==> config.mk <==
export PLATFORM = sky130hd
export DESIGN_NAME = sequence_detector_param_flat
export DESIGN_NICKNAME = d
export VERILOG_FILES = /design/src/rtl/sequence_detector_param_if.sv /design/src/rtl/sequence_detector_param.sv /design/src/flat_wrapper.sv
export SDC_FILE = /design/constraint.sdc
export NUM_CORES = 1
export LEC_CHECK = 0
export CAP_MARGIN = 20
export CORE_AREA = 5 5 85 87
export DETAILED_ROUTE_END_ITERATION = 8
export DIE_AREA = 0 0 90 92
export RECOVER_POWER = 100
export SLEW_MARGIN = 20
export SYNTH_ARGS = -nofsm -noshare
export SYNTH_HDL_FRONTEND = slang
export SYNTH_SLANG_ARGS = --single-unit
==> constraint.sdc <==
create_clock -name clk -period 2.9 [get_ports clk]
set_clock_uncertainty 0.2 [all_clocks]
set_input_delay 0.29 -clock clk [delete_from_list [all_inputs] [get_ports clk]]
set_output_delay 0.29 -clock clk [all_outputs]
set_load 0.05 [all_outputs]
==> src/rtl/sequence_detector_param_if.sv <==
// Handshake/result bundle between a controller and the serial pattern detector.
// Latency: none, wires only.
// Backpressure: none; start is a level sampled every edge by the detector.
interface sequence_detector_param_if #(
   parameter int DATA_W = 16,
   parameter int PAT_W  = 5
);
   localparam int CNT_W = $clog2(DATA_W + 1);

   logic              start;
   logic [DATA_W-1:0] data_in;
   logic [PAT_W-1:0]  pattern;
   logic              overlap;
   logic              busy;
   logic              done;
   logic              match;
   logic [CNT_W-1:0]  match_cnt;
   logic [CNT_W-1:0]  first_pos;
   logic              first_vld;
   logic              led;

   // Controller side: issues scans, observes results
   modport master (
      output start, data_in, pattern, overlap,
      input  busy, done, match, match_cnt, first_pos, first_vld, led
   );

   // Detector side
   modport slave (
      input  start, data_in, pattern, overlap,
      output busy, done, match, match_cnt, first_pos, first_vld, led
   );
endinterface

==> src/rtl/sequence_detector_param.sv <==
// Scans a captured word MSB-first through a PAT_W-bit sliding window, counting pattern hits.
// Latency: start edge E0, bits consumed on E1..E_DATA_W, match visible the cycle after its last bit.
// Backpressure: none; start (level) always wins and re-arms the scan while held high.
module sequence_detector_param #(
   parameter int DATA_W = 16,
   parameter int PAT_W  = 5
) (
   input  logic                  clk,
   input  logic                  rst,
   sequence_detector_param_if.slave bus
);
   localparam int CNT_W  = $clog2(DATA_W + 1);
   localparam int IDX_W  = $clog2(DATA_W);
   localparam int FILL_W = $clog2(PAT_W + 1);

   // Reject illegal widths at elaboration time
   generate
      if (DATA_W < 2 || DATA_W > 64 || PAT_W < 1 || PAT_W > DATA_W) begin : g_bad_params
         $error("sequence_detector_param: illegal DATA_W/PAT_W combination");
      end
   endgenerate

   typedef enum logic [1:0] {
      IDLE = 2'd0,
      SCAN = 2'd1,
      DONE = 2'd2
   } state_t;

   state_t             state, state_next;

   logic [DATA_W-1:0]  data_reg;
   logic [PAT_W-1:0]   pattern_reg;
   logic               overlap_reg;
   logic [IDX_W-1:0]   idx;
   logic [PAT_W-1:0]   window;
   logic [FILL_W-1:0]  fill;

   logic               match_r;
   logic [CNT_W-1:0]   match_cnt_r;
   logic [CNT_W-1:0]   first_pos_r;
   logic               first_vld_r;
   logic               led_r;

   logic               bit_cur;
   logic [PAT_W-1:0]   window_next;
   logic [FILL_W-1:0]  fill_next;
   logic               hit;

   // State register
   always_ff @(posedge clk or posedge rst) begin
      if (rst) state <= IDLE;
      else     state <= state_next;
   end

   // Next-state: start re-arms from anywhere; SCAN ends after the bit at index 0
   always_comb begin
      state_next = state;
      if (bus.start) begin
         state_next = SCAN;
      end else begin
         case (state)
            IDLE:    state_next = IDLE;
            SCAN:    state_next = (idx == '0) ? DONE : SCAN;
            DONE:    state_next = DONE;
            default: state_next = IDLE;
         endcase
      end
   end

   // Window step for the current bit; a cast shift keeps PAT_W=1 legal
   always_comb begin
      bit_cur     = data_reg[idx];
      window_next = PAT_W'({window, bit_cur});
      fill_next   = (fill == FILL_W'(PAT_W)) ? fill : fill + FILL_W'(1);
      hit         = (fill_next == FILL_W'(PAT_W)) && (window_next == pattern_reg);
   end

   // Capture on start, consume one bit per edge in SCAN, hold results otherwise
   always_ff @(posedge clk or posedge rst) begin
      if (rst) begin
         data_reg    <= '0;
         pattern_reg <= '0;
         overlap_reg <= 1'b0;
         idx         <= '0;
         window      <= '0;
         fill        <= '0;
         match_r     <= 1'b0;
         match_cnt_r <= '0;
         first_pos_r <= '0;
         first_vld_r <= 1'b0;
         led_r       <= 1'b0;
      end else if (bus.start) begin
         data_reg    <= bus.data_in;
         pattern_reg <= bus.pattern;
         overlap_reg <= bus.overlap;
         idx         <= IDX_W'(DATA_W - 1);
         window      <= '0;
         fill        <= '0;
         match_r     <= 1'b0;
         match_cnt_r <= '0;
         first_pos_r <= '0;
         first_vld_r <= 1'b0;
         led_r       <= 1'b0;
      end else if (state == SCAN) begin
         match_r <= hit;
         window  <= window_next;
         fill    <= fill_next;
         if (hit) begin
            if (match_cnt_r != '1) match_cnt_r <= match_cnt_r + CNT_W'(1);
            if (!first_vld_r) begin
               first_pos_r <= CNT_W'(idx);
               first_vld_r <= 1'b1;
               led_r       <= 1'b1;
            end
            // Non-overlapping mode: the next match must be built from fresh bits
            if (!overlap_reg) begin
               window <= '0;
               fill   <= '0;
            end
         end
         if (idx != '0) idx <= idx - IDX_W'(1);
      end else begin
         match_r <= 1'b0;
      end
   end

   // All outputs come straight from registers
   assign bus.busy      = (state == SCAN);
   assign bus.done      = (state == DONE);
   assign bus.match     = match_r;
   assign bus.match_cnt = match_cnt_r;
   assign bus.first_pos = first_pos_r;
   assign bus.first_vld = first_vld_r;
   assign bus.led       = led_r;
endmodule

==> src/flat_wrapper.sv <==
// flat-port wrapper written by rule: the top's interface ports become plain ports
module sequence_detector_param_flat 
#(
   parameter int DATA_W = 16,
   parameter int PAT_W  = 5
)
  (clk, rst, bus_start, bus_data_in, bus_pattern, bus_overlap, bus_busy, bus_done, bus_match, bus_match_cnt, bus_first_pos, bus_first_vld, bus_led);
  sequence_detector_param_if #(.DATA_W(DATA_W), .PAT_W(PAT_W)) bus_i ();
  input  logic clk;
  input  logic rst;
  input wire logic [$bits(bus_i.start)-1:0] bus_start;
  input wire logic [$bits(bus_i.data_in)-1:0] bus_data_in;
  input wire logic [$bits(bus_i.pattern)-1:0] bus_pattern;
  input wire logic [$bits(bus_i.overlap)-1:0] bus_overlap;
  output wire logic [$bits(bus_i.busy)-1:0] bus_busy;
  output wire logic [$bits(bus_i.done)-1:0] bus_done;
  output wire logic [$bits(bus_i.match)-1:0] bus_match;
  output wire logic [$bits(bus_i.match_cnt)-1:0] bus_match_cnt;
  output wire logic [$bits(bus_i.first_pos)-1:0] bus_first_pos;
  output wire logic [$bits(bus_i.first_vld)-1:0] bus_first_vld;
  output wire logic [$bits(bus_i.led)-1:0] bus_led;
  assign bus_i.start = bus_start;
  assign bus_i.data_in = bus_data_in;
  assign bus_i.pattern = bus_pattern;
  assign bus_i.overlap = bus_overlap;
  assign bus_busy = bus_i.busy;
  assign bus_done = bus_i.done;
  assign bus_match = bus_i.match;
  assign bus_match_cnt = bus_i.match_cnt;
  assign bus_first_pos = bus_i.first_pos;
  assign bus_first_vld = bus_i.first_vld;
  assign bus_led = bus_i.led;
  sequence_detector_param #(.DATA_W(DATA_W), .PAT_W(PAT_W)) u_core (.clk(clk), .rst(rst), .bus(bus_i));
endmodule
=== Word-level counts from Yosys, hierarchy flattened ===
Cells that the tools add are included.

* Register bits after elaboration: 48
* Output and inout bits: 15
* Logic and storage cells: 68

* Add/subtract/negate cells: 3
* Order comparisons: 1
* Eq/ne operators: 7
* Mux-type cells: 34
* Reduce and logical (&&, ||, !) cells: 11

{| class="wikitable"
|+ Operator list
! cell !! number
|-
| 5-bit two-way mux || 8
|-
| 4-bit two-way mux || 7
|-
| 3-bit two-way mux || 5
|-
| 1-bit two-way mux || 10
|-
| 2-bit nonzero test || 4
|-
| 3-bit equality test (second input constant) || 2
|-
| 3-bit AND reduction || 2
|-
| 5-bit by 1-bit adder with 5-bit output (second input constant) || 1
|-
| 5-bit equality test || 1
|-
| 4-bit by 5-bit < comparator with 1-bit output (second input constant) || 1
|-
| 5-bit inequality test (second input constant) || 1
|-
| 1-bit binary-select mux with 4-bit select || 1
|-
| 4-bit zero test || 1
|-
| 2-bit two-way mux || 2
|-
| 2-bit one-hot mux with 2 select lines || 1
|-
| 2-bit AND reduction || 2
|-
| 4-bit nonzero test || 1
|-
| 4-bit by 1-bit subtractor with 4-bit output (second input constant) || 1
|-
| 3-bit by 1-bit adder with 3-bit output (second input constant) || 1
|-
| 2-bit by 1-bit equality test with 1-bit output (second input constant) || 1
|-
| 2-bit equality test (second input constant) || 1
|-
| 2-bit inequality test (second input constant) || 1
|-
| 1-bit logical AND || 1
|}

=== Depth between registers and ports, before layout ===
Gate-level depths: netlist (run 1).

* Depth in word-level cells: 7
* Mapped depth: 8
* Depth with buffers taken out: 8

=== Worst setup path after synthesis (run 1) ===
OpenSTA, ideal clock, no wires.

* Kind: flip-flop to flip-flop
* Start point: register u_core.state[1]
* End point: register u_core.first_pos_r[0], in the netlist u_core.bus.first_pos[0]
* Arrival: 2200 ps
* Required time: 2621 ps
* Setup slack: 421 ps
* Cell stages (with the launch flop): 9
* Buffers on the path: 1
* Period minus slack after synthesis: 2479 ps
* Cells stage by stage: dfrtp_1 -> inv_1 -> ha_1 -> clkbuf_1 -> clkinv_1 -> nor3_1 -> nand3_1 -> mux2i_4 -> mux2i_1

* Longest elaborated chain between the ends: 3

{| class="wikitable"
|+ RTL lines
! what !! RTL line !! RTL
|-
| start: declaration || sequence_detector_param.sv:29 || <nowiki>state_t state, state_next;</nowiki>
|-
| start signal: assignment || sequence_detector_param.sv:52 || <nowiki>else state <= state_next;</nowiki>
|-
| 2-bit by 1-bit equality test with 1-bit output || -- ||
|-
| via bus_busy || flat_wrapper.sv:15 || <nowiki>output wire logic [$bits(bus_i.busy)-1:0] bus_busy;</nowiki>
|-
| 2-bit nonzero test (no source line) || -- ||
|-
| 3-bit AND reduction (no source line) || -- ||
|-
| end signal: assignment || sequence_detector_param.sv:111 || <nowiki>first_pos_r <= CNT_W'(idx);</nowiki>
|-
| end: declaration || sequence_detector_param.sv:40 || <nowiki>logic [CNT_W-1:0] first_pos_r;</nowiki>
|}

The timed path passes the listed nets, and every way through them passes these cells.
A chain may end at the register's enable or synchronous reset.

=== Worst setup path after layout (run 1) ===
* Start point: register u_core.idx[0]
* End point: register u_core.window[1]

* Longest elaborated chain between the ends: 7

{| class="wikitable"
|+ RTL lines
! what !! RTL line !! RTL
|-
| start: declaration || sequence_detector_param.sv:34 || <nowiki>logic [IDX_W-1:0] idx;</nowiki>
|-
| start signal: assignment || sequence_detector_param.sv:96 || <nowiki>idx <= IDX_W'(DATA_W - 1);</nowiki>
|-
| start signal: assignment || sequence_detector_param.sv:121 || <nowiki>if (idx != '0) idx <= idx - IDX_W'(1);</nowiki>
|-
| 1-bit binary-select mux with 4-bit select || sequence_detector_param.sv:72 || <nowiki>bit_cur = data_reg[idx];</nowiki>
|-
| 1-bit two-way mux (not written as such) || sequence_detector_param.sv:72 ||
|-
| 5-bit equality test || sequence_detector_param.sv:75 || <nowiki>hit = (fill_next == FILL_W'(PAT_W)) && (window_next == pattern_reg);</nowiki>
|-
| 1-bit logical AND || sequence_detector_param.sv:75 ||
|-
| 4-bit two-way mux || sequence_detector_param.sv:108 || <nowiki>if (hit) begin</nowiki>
|-
| 4-bit two-way mux || sequence_detector_param.sv:104 || <nowiki>end else if (state == SCAN) begin</nowiki>
|-
| 4-bit two-way mux || sequence_detector_param.sv:92 || <nowiki>end else if (bus.start) begin</nowiki>
|-
| end signal: assignment || sequence_detector_param.sv:106 || <nowiki>window <= window_next;</nowiki>
|-
| end: declaration || sequence_detector_param.sv:35 || <nowiki>logic [PAT_W-1:0] window;</nowiki>
|}

No other way between the ends. The select of a mux whose other input is x is not followed.

==> qor.csv, run 1 <==
stage;metric;value;unit
logic_synthesis;post-synthesis cell area;0.002506;mm^2
clock_tree;Clk Latency, worst-skew pair;0.30;ns
critical_path;startpoint types;register;
sta;highest clock rate;386.2;MHz
final_layout;# diodes;0;
logic_synthesis;share of flip-flops with an asynchronous set or reset;100.0;%
floorplan;core area;0.006277;mm^2
logic_synthesis;Syn Inst Count;215;
sta;final hold violations;0;
logic_synthesis;Yosys reg bits;47;
logic_synthesis;synthesized area per cell;11.66;um^2
critical_path;delay-heaviest family, CP;multiplexers;
floorplan;Die Area;0.008280;mm^2
critical_path;critical-path cell list;mux4_2, a22oi_4, nand2_1, mux2_4, a32o_1;
critical_path;Crit Path Max Fanout;7;
clock_tree;Clock Pin Slew Worst Setup and Hold Paths;0.08;ns
sta;Tmin final;2.589;ns
power;leakage;0.001372;uW
clock_tree;Max clock buf depth;2;
floorplan;DIE WIDTH;90;um
sta;Setup-failing EPs final;0;
critical_path;RR Startpoint;u_core.idx[0];
sta;Worst-Margin Slew;0.9985;ns
placed_design;IO Port Bufs;38;
clock_tree;CTS tree;done;
critical_path;Crit path depth;5;
global_routing;maximum number of pins on one net before global-route repair;39;
power;pwr dens;485.6;mW/mm^2
power;maximum VDD drop;0.0003263;V
hold_path;Hold Startpoint;u_core.data_reg[3];
detailed_routing;vias;1673;
critical_path;WP data arrival;2.58;ns
sta;RSZ-0062 raised after global routing;false;
critical_path;Crit path required time;2.89;ns
final_layout;most frequent cells in the layout;dfrtp_1, mux2_2, clkdlybuf4s50_1;
logic_synthesis;Net Count, Synth;247;
floorplan;chip height;92;um
detailed_routing;DRC violations left;0;
final_layout;nets;285;
logic_synthesis;top_reg_cell synth;dfrtp_1;
clock_tree;CTS Root Cell;clkbuf_8;
final_layout;area delta synth->final;22.27;%
critical_path;Critical Path Sink Type;register;
placed_design;GP Congestion;0.7248;
clock_tree;cts repair resizes;0;
clock_tree;Num Clock Sinks;47;
floorplan;Rows;29;
critical_path;CP Class;reg -> reg;
final_layout;commonest non-fill, non-tap cell in the layout;dfrtp_1;
detailed_routing;drt initial violations;58;
global_routing;vias in the first global route;1755;
placed_design;DP HPWL;3.495;mm
detailed_routing;Vias/cell;5.054;
final_layout;proportion of layout cells with a drive suffix above 1;18.50;%
detailed_routing;drt first pass iters;4;
logic_synthesis;Post-synth EDFFs;0;
placed_design;Placed Area;0.002972;mm^2
detailed_routing;antenna-violating nets left;0;
clock_tree;CTS H-tree depth;2;
final_layout;max FFs per register;16;
hold_path;worst min path class;reg -> reg;
clock_tree;TritonCTS Buffers;5;
critical_path;WP buf/inv;0;
global_routing;initial antenna violation count;0;
floorplan;num ports;40;
logic_synthesis;post-synthesis cell type count;46;
sta;Rel. slew slack;33.36;%
critical_path;Max stage delay cell, worst path;mux4_2;
sta;setup TNS;0;ns
detailed_routing;Routed wire per std cell;14.31;um
sta;Tcrit/Tclk final;89.28;%
run;maxcap violations;0;
detailed_routing;final wirelength;4.737;mm
global_routing;first-pass GRT wire length;8.369;mm
critical_path;Max stage delay on crit path;0.58;ns
clock_tree;post-CTS setup buffer count;0;
run_status;status;complete, no violations;
final_layout;design area;0.003064;mm^2
clock_tree;hold_buf cts;0;
floorplan;starting density of the core;39.92;%
logic_synthesis;register area share after synthesis;46.93;%
logic_synthesis;total number of yosys warnings;0;
hold_path;hold path cells;1;
global_routing;GR Util All Layers;12.34;%
critical_path;Critical path origin;u_core.idx[0];
global_routing;grt total ovfl;0;
critical_path;FF-to-FF path depth;5;
sta;Final Slew Violations;0;
worst register-to-register path, cell delays in order, from the launching register on:
cell,delay (ns)
dfrtp_1,0.52
mux4_2,0.58
a22oi_4,0.20
nand2_1,0.31
mux2_4,0.42
a32o_1,0.26
metrics by stage:
step                      hold slack (ns)  cells  power (uW)  worst slack, ns  utilization [%]
after global placement             0.2950    323        1079           0.5347            47.34
after detailed placement           0.2955    323        1083           0.5098            47.34
after floorplan                    0.2110    215       995.2           0.4208                -
after global routing               0.3354    331        1582           0.2020            48.81
after CTS                          0.1644    331        1531           0.4902            48.99
final                              0.3131    331        1488           0.3109            48.81
cells by family (layout without fill, tap and decap cells):
| kind of cell | count (synthesis) | after routing | synth area share (%) |
|---|---|---|---|
| other cells | 1 | 1 | 0.1496 |
| simple gates | 72 | 72 | 15.93 |
| mux | 39 | 39 | 19.97 |
| flops | 47 | 47 | 46.93 |
| compound gates | 23 | 23 | 7.989 |
| xor+xnor | 6 | 6 | 2.097 |
| fa+ha+maj | 7 | 7 | 3.495 |
| buf+inv | 20 | 59 | 3.445 |
routing by layer:
layer	global-route usage, %	vias up	wire length (um)
met5	0	-	0
met3	2.946	6	175
met4	4.839	0	78
met2	21.46	26	2452
li1	-	836	-
met1	14.73	805	2031
layout make-up:
type	count	area, um^2
clock buffer	7	96.34
clock inverter	1	7.507
fill	608	3213
inverter	8	30.03
multi-input combinational	148	1236
sequential	47	1176
tap	77	96.34
timing repair buffer	43	421.7
final timing paths:
path	end	slack, ns
hold reg to reg	u_core.data_reg[3]	0.31
hold / removal	u_core.data_reg[3]	0.31
setup / recovery	u_core.window[1]	0.31
setup reg to reg	u_core.window[1]	0.31
min in group asynchronous	u_core.data_reg[11]	0.46
max in group asynchronous	u_core.bus.match_cnt[0]	1.39
Yosys cell counts, types with 2 or more instances:
master,n,share of area [%]
a21o_1,2,0.60
a21oi_1,4,0.80
a22oi_4,2,1.7
a32o_1,3,1.2
and2_1,2,0.50
and3_1,4,1.0
clkbuf_1,9,1.3
dfrtp_1,47,47
ha_1,7,3.5
inv_1,7,1.0
mux2_2,23,10
mux2i_1,8,3.2
mux2i_4,2,1.8
mux4_2,4,3.6
nand2_1,8,1.2
nand2b_1,17,4.2
nand3_1,10,2.0
nand4_1,2,0.50
nor2_1,9,1.3
nor2b_1,7,1.7
nor3_1,6,1.2
nor4_1,3,0.75
o21ai_0,2,0.40
xnor2_1,2,0.70
xor2_1,4,1.4
where the power goes:
group	total [uW]	internal (uW)	switching, uW
clock	432	217	215
combinational	299	157	142
sequential	757	705	51.5
total	1490	1080	408
(Power assumes the default switching activity.)
==> run 2: changes to the inputs <==
--- a/config.mk
+++ b/config.mk
@@ -10,7 +10,6 @@
 export DETAILED_ROUTE_END_ITERATION = 8
 export DIE_AREA = 0 0 90 92
 export RECOVER_POWER = 100
-export SLEW_MARGIN = 20
 export SYNTH_ARGS = -nofsm -noshare
 export SYNTH_HDL_FRONTEND = slang
 export SYNTH_SLANG_ARGS = --single-unit
==> constraint.sdc (replaced) <==
create_clock -name clk -period 2.1 [get_ports clk]
set_clock_uncertainty 0.2 [all_clocks]
set_input_delay 0.21 -clock clk [delete_from_list [all_inputs] [get_ports clk]]
set_output_delay 0.21 -clock clk [all_outputs]
set_load 0.05 [all_outputs]
==> run 2 against run 1 <==
The flow now finishes with violations (setup timing). Sequential share of layout area is 2.2 points lower. Final cell count is 3.9% higher. Highest routed layer unchanged. Count of clock-buffer cells in the layout stayed put. Die area stayed put. Largest power group unchanged. Core utilization is 3.1 points higher. Global-route usage is 0.41 points higher.
==> qor.csv, run 2 (same netlist as run 1, synthesis figures left out) <==
stage;metric;value;unit;change
placed_design;# placed instances;334;;was 323
clock_tree;Num Clock Sinks;47;;unchanged
global_routing;initial antenna violation count;0;;unchanged
placed_design;post-place setup slack;-0.2675;ns;was 0.5098 ns
global_routing;GR Util All Layers;12.75;%;was 12.34%
detailed_routing;antenna-violating nets left;0;;unchanged
placed_design;DP HPWL;3.576;mm;was 3.495 mm
power;pwr dens;640.2;mW/mm^2;was 485.6 mW/mm^2
sta;Rel. slew slack;21.69;%;was 33.36%
final_layout;nets;298;;was 285
final_layout;area delta synth->final;30.06;%;was 22.27%
sta;Tcrit/Tclk final;109.6;%;was 89.28%
floorplan;Die Area;0.008280;mm^2;unchanged
critical_path;Crit path required time;2.09;ns;was 2.89 ns
detailed_routing;Vias/cell;5.119;;was 5.054
critical_path;Crit Path Max Fanout;6;;was 7
clock_tree;Clk Latency, worst-skew pair;0.29;ns;was 0.30 ns
floorplan;DIE WIDTH;90;um;unchanged
floorplan;num ports;40;;unchanged
clock_tree;CTS H-tree depth;2;;unchanged
placed_design;IO Port Bufs;38;;unchanged
detailed_routing;DRC violations left;0;;unchanged
clock_tree;Clock Pin Slew Worst Setup and Hold Paths;0.09;ns;was 0.08 ns
run;maxcap violations;0;;unchanged
detailed_routing;Routed wire per std cell;14.55;um;was 14.31 um
critical_path;Critical Path Sink Type;register;;unchanged
global_routing;first-pass GRT wire length;8.735;mm;was 8.369 mm
sta;highest clock rate;434.5;MHz;was 386.2 MHz
clock_tree;CTS tree;done;;unchanged
sta;setup TNS;-2.543;ns;was 0 ns
sta;Setup-failing EPs final;18;;was 0
floorplan;Rows;29;;unchanged
final_layout;proportion of layout cells with a drive suffix above 1;29.59;%;was 18.50%
run_status;status;complete, but fails checks;;was complete, no violations
critical_path;startpoint types;register;;unchanged
global_routing;maximum number of pins on one net before global-route repair;48;;was 39
clock_tree;hold_buf cts;0;;unchanged
detailed_routing;drt initial violations;93;;was 58
critical_path;WP data arrival;2.29;ns;was 2.58 ns
floorplan;starting density of the core;39.92;%;unchanged
critical_path;CP Class;reg -> reg;;unchanged
final_layout;# diodes;0;;unchanged
sta;RSZ-0062 raised after global routing;true;;was false
clock_tree;TritonCTS Buffers;5;;unchanged
sta;Worst-Margin Slew;1.175;ns;was 0.9985 ns
clock_tree;CTS Root Cell;clkbuf_8;;unchanged
placed_design;GP Congestion;0.7554;;was 0.7248
global_routing;grt total ovfl;0;;unchanged
final_layout;design area;0.003259;mm^2;was 0.003064 mm^2
sta;hold_ws;0.2939;ns;was 0.3131 ns
sta;final worst slack;-0.2016;ns;was 0.3109 ns
floorplan;core area;0.006277;mm^2;unchanged
detailed_routing;drt first pass iters;4;;unchanged
sta;Final Slew Violations;0;;unchanged
final_layout;commonest non-fill, non-tap cell in the layout;dfrtp_1;;unchanged
final_layout;Layout Cells excl Fill;344;;was 331
placed_design;Placed Area;0.003138;mm^2;was 0.002972 mm^2
final_layout;most frequent cells in the layout;dfrtp_1, clkdlybuf4s50_1, mux2_2;;was dfrtp_1, mux2_2, clkdlybuf4s50_1
global_routing;vias in the first global route;1732;;was 1,755
final_layout;max FFs per register;16;;unchanged
hold_path;worst min path class;in -> reg;;was reg -> reg
sta;final hold violations;0;;unchanged
floorplan;chip height;92;um;unchanged
sta;Tmin final;2.302;ns;was 2.589 ns
power;maximum VDD drop;0.0003334;V;was 0.0003263 V
clock_tree;Max clock buf depth;2;;unchanged
detailed_routing;final wirelength;5.005;mm;was 4.737 mm
run_status;failing checks;setup timing;;
power;leakage;0.001418;uW;was 0.001372 uW
detailed_routing;vias;1761;;was 1,673
==> run 2: what timing repair did <==
| action | 4_1_cts | 5_1_grt |
|---|---|---|
| pin swaps | 2 | 0 |
| setup endpoints to repair | 18 | 18 |
| buffers inserted | 0 | 2 |
| gates resized for setup | 8 | 2 |
| hold endpoints to repair | 0 | 0 |
==> run 2: area by class of cell <==
| type | count | area [um^2] |
|---|---|---|
| Inverter | 8 | 31.28 |
| Clock inverter | 1 | 8.758 |
| Fill cell | 585 | 3018 |
| Multi-Input combinational cell | 148 | 1366 |
| Tap cell | 77 | 96.34 |
| Timing Repair Buffer | 56 | 490.5 |
| Clock buffer | 7 | 86.33 |
| Sequential cell | 47 | 1180 |
==> run 2: per-stage QoR <==
step / total power, uW / util, %
2_1_floorplan: 1384 / -
6_report: 2087 / 51.92
5_1_grt: 2212 / 51.92
3_3_place_gp: 1522 / 49.99
4_1_cts: 2120 / 52.08
3_5_place_dp: 1528 / 49.99
==> run 2: worst max-delay path, stage by stage (launching register included) <==
cell and delay [ns]:
dfrtp_2 0.46, mux4_2 0.57, a22oi_4 0.24, nand2_4 0.14, mux2i_4 0.26, buf_4 0.16, o21ba_4 0.18
==> run 2: path summary, 6_finish.rpt <==
check / from / end / slack, ns / cells past startpoint
max in group asynchronous: rst / u_core.idx[0] / 0.38 / 3
setup reg to reg: u_core.idx[0] / u_core.bus.led / -0.20 / 6
min in group asynchronous: rst / u_core.pattern_reg[2] / 0.53 / 3
hold reg to reg: u_core.data_reg[12] / u_core.data_reg[12] / 0.31 / 1
hold / removal: bus_pattern[0] / u_core.pattern_reg[0] / 0.29 / 3
setup / recovery: u_core.idx[0] / u_core.bus.led / -0.20 / 6
==> run 2: routing by layer <==
layer / vias to the layer above / track usage (%) / part of all wire (%) / routed length, um
li1: 866 / - / - / -
met1: 859 / 19.02 / 51 / 2531
met2: 34 / 18.35 / 44 / 2206
met3: 2 / 3.519 / 4.8 / 239
met4: 0 / 2.978 / 0.54 / 27
met5: - / 0 / 0 / 0
==> run 2: report_power, final <==
part | switching, uW | internal (uW) | total, uW
sequential | 66.7 | 975 | 1040
combinational | 230 | 248 | 478
clock | 297 | 270 | 568
total | 594 | 1490 | 2090
==> run 3: changes to the inputs <==
--- a/config.mk
+++ b/config.mk
@@ -10,6 +10,7 @@
 export DETAILED_ROUTE_END_ITERATION = 8
 export DIE_AREA = 0 0 90 92
 export RECOVER_POWER = 100
+export SKIP_CTS_REPAIR_TIMING = 1
 export SYNTH_ARGS = -nofsm -noshare
 export SYNTH_HDL_FRONTEND = slang
 export SYNTH_SLANG_ARGS = --single-unit
==> run 3 against run 2 <==
The flow still finishes with violations (setup timing). Fmax is 0.68% lower. Register-to-register slack got worse by 0.02 ns. Wire length decreased by 1.1%. Cell area shrank 1.6%. Global-route usage fell by 0.10 points. Non-clock buffer count fell by 1. Sequential power hardly changed. Clock power about the same. Core utilization shrank 0.84 points.
==> qor.csv, run 3 (same netlist as run 1, synthesis figures left out) <==
stage;metric;value;unit;change
run_status;status;complete, but fails checks;;unchanged
run_status;failing checks;setup timing;;unchanged
critical_path;startpoint types;register;;unchanged
floorplan;num ports;40;;unchanged
sta;hold_ws;0.2941;ns;was 0.2939 ns
placed_design;Placed Area;0.003138;mm^2;unchanged
floorplan;starting density of the core;39.92;%;unchanged
sta;final worst slack;-0.2174;ns;was -0.2016 ns
power;P_sw;577.6;uW;was 594.1 uW
clock_tree;Clk Latency, worst-skew pair;0.29;ns;about the same
final_layout;design area;0.003207;mm^2;was 0.003259 mm^2
sta;Setup-failing EPs final;18;;unchanged
final_layout;register area;0.001180;mm^2;unchanged
power;total power;2062;uW;was 2087 uW
clock_tree;Max clock buf depth;2;;unchanged
power;pwr dens;643.1;mW/mm^2;was 640.2 mW/mm^2
floorplan;Die Area;0.008280;mm^2;unchanged
clock_tree;TritonCTS Buffers;5;;unchanged
clock_tree;Num Clock Sinks;47;;unchanged
power;Int Pwr;1485;uW;was 1493 uW
final_layout;area delta synth->final;27.96;%;was 30.06%
clock_tree;Clock Pin Slew Worst Setup and Hold Paths;0.09;ns;about the same
clock_tree;CTS tree;done;;unchanged
critical_path;FF-to-FF path depth;5;;was 6
critical_path;worst reg2reg path endpoint;u_core.fill[2];;was u_core.bus.led
sta;final hold violations;0;;unchanged
sta;Tmin final;2.317;ns;was 2.302 ns
final_layout;Fillers;600;;was 585
hold_path;worst min path class;in -> reg;;unchanged
critical_path;CP Class;reg -> reg;;unchanged
floorplan;chip height;92;um;unchanged
detailed_routing;drt initial violations;94;;was 93
detailed_routing;antenna-violating nets left;0;;unchanged
detailed_routing;DRC violations left;0;;unchanged
critical_path;WP data arrival;2.29;ns;about the same
detailed_routing;Routed wire per std cell;14.44;um;was 14.55 um
critical_path;Crit path required time;2.08;ns;was 2.09 ns
final_layout;# diodes;0;;unchanged
placed_design;IO Port Bufs;38;;unchanged
detailed_routing;Vias/cell;5.087;;was 5.119
final_layout;most frequent cells in the layout;dfrtp_1, clkdlybuf4s50_1, mux2_2;;unchanged
power;Clock Power Share;27.4;%;was 27.2%
critical_path;Critical path origin;u_core.idx[0];;unchanged
sta;setup TNS;-2.600;ns;was -2.543 ns
final_layout;proportion of layout cells with a drive suffix above 1;27.07;%;was 29.59%
global_routing;grt total ovfl;0;;unchanged
global_routing;maximum number of pins on one net before global-route repair;48;;unchanged
critical_path;FF-to-FF setup slack;-0.22;ns;was -0.20 ns
final_layout;area taken by multi-input logic gates;0.001316;mm^2;was 0.001366 mm^2
floorplan;Rows;29;;unchanged
sta;Tcrit/Tclk final;110.4;%;was 109.6%
detailed_routing;final wirelength;4.952;mm;was 5.005 mm
power;leakage;0.001404;uW;was 0.001418 uW
power;sequential power share;50.5;%;was 49.9%
final_layout;max FFs per register;16;;unchanged
critical_path;RR Startpoint;u_core.idx[0];;unchanged
detailed_routing;vias;1745;;was 1,761
sta;Final Slew Violations;0;;unchanged
sta;highest clock rate;431.5;MHz;was 434.5 MHz
clock_tree;CTS Root Cell;clkbuf_8;;unchanged
sta;Rel. slew slack;20.97;%;was 21.69%
sta;RSZ-0062 raised after global routing;true;;unchanged
floorplan;core area;0.006277;mm^2;unchanged
power;combinational share of power;22.1;%;was 22.9%
critical_path;Critical Path Sink Type;register;;unchanged
power;maximum VDD drop;0.0003366;V;was 0.0003334 V
power;sw frac;28.01;%;was 28.47%
clock_tree;CTS H-tree depth;2;;unchanged
run;maxcap violations;0;;unchanged
final_layout;nets;297;;was 298
global_routing;initial antenna violation count;0;;unchanged
detailed_routing;drt first pass iters;4;;unchanged
placed_design;post-place setup slack;-0.2675;ns;unchanged
placed_design;DP HPWL;3.576;mm;unchanged
critical_path;CP endpoint;u_core.fill[2];;was u_core.bus.led
critical_path;Crit Path Max Fanout;5;;was 6
floorplan;DIE WIDTH;90;um;unchanged
global_routing;first-pass GRT wire length;8.638;mm;was 8.735 mm
global_routing;GR Util All Layers;12.64;%;was 12.75%
global_routing;vias in the first global route;1716;;was 1,732
final_layout;commonest non-fill, non-tap cell in the layout;dfrtp_1;;unchanged
placed_design;GP Congestion;0.7554;;unchanged
sta;Worst-Margin Slew;1.185;ns;was 1.175 ns
==> run 3: cell types whose count changed in the layout (fill, tap and decap cells not counted), sizes merged <==
cell and change:
buf +1, clkbuf -2, clkdlybuf4s50 -1, dlygate4sd3 +1
==> run 3: worst max-delay path: stages, from the launching register on <==
cell and delay [ns]:
dfrtp_2 0.46, mux4_2 0.57, a22oi_4 0.24, nand3_1 0.16, and2_1 0.20, o41a_1 0.37
==> run 3: worst min path at each step <==
stage                         startpoint                    end  slack [ns]  depth (start not counted)
after floorplan           bus_pattern[0]  u_core.pattern_reg[0]        0.13                          2
after detailed placement  u_core.bus.led         u_core.bus.led        0.29                          1
after CTS                            rst          u_core.idx[3]        0.07                          3
after global placement    u_core.bus.led         u_core.bus.led        0.29                          1
after global routing      bus_pattern[0]  u_core.pattern_reg[0]        0.29                          3
final                     bus_pattern[0]  u_core.pattern_reg[0]        0.29                          3
==> run 3: metal layers <==
| layer | vias to the layer above | wire, um | global-route usage (%) |
|---|---|---|---|
| met4 | 0 | 27 | 2.978 |
| met2 | 41 | 2158 | 17.93 |
| li1 | 862 | - | - |
| met5 | - | 0 | 0 |
| met1 | 840 | 2499 | 18.76 |
| met3 | 2 | 265 | 4.010 |
==> run 3: power groups by stage <==
stage / Sequential, uW / Clock, uW / Combinational, uW
floorplan: 1030 / 0 / 349
global placement: 1060 / 0 / 463
detailed placement: 1060 / 0 / 468
CTS: 1040 / 592 / 471
global route: 1050 / 634 / 504
finish: 1040 / 565 / 455
==> run 3: cell type report <==
| cell class | count | share of cell area [%] |
|---|---|---|
| clock buffers | 7 | 2.692 |
| clock inverters | 1 | 0.2731 |
| inverters | 8 | 0.9754 |
| multi-input cells | 148 | 41.05 |
| flip-flops and latches | 47 | 36.79 |
| well taps | 77 | 3.004 |
| repair buffers | 55 | 15.22 |
==> run 3: through the flow <==
step | std cells | utilization (%)
finish | 343 | 51.09
global route | 343 | 51.09
CTS | 342 | 51.50
detailed placement | 334 | 49.99
global placement | 334 | 49.99
floorplan | 215 | -
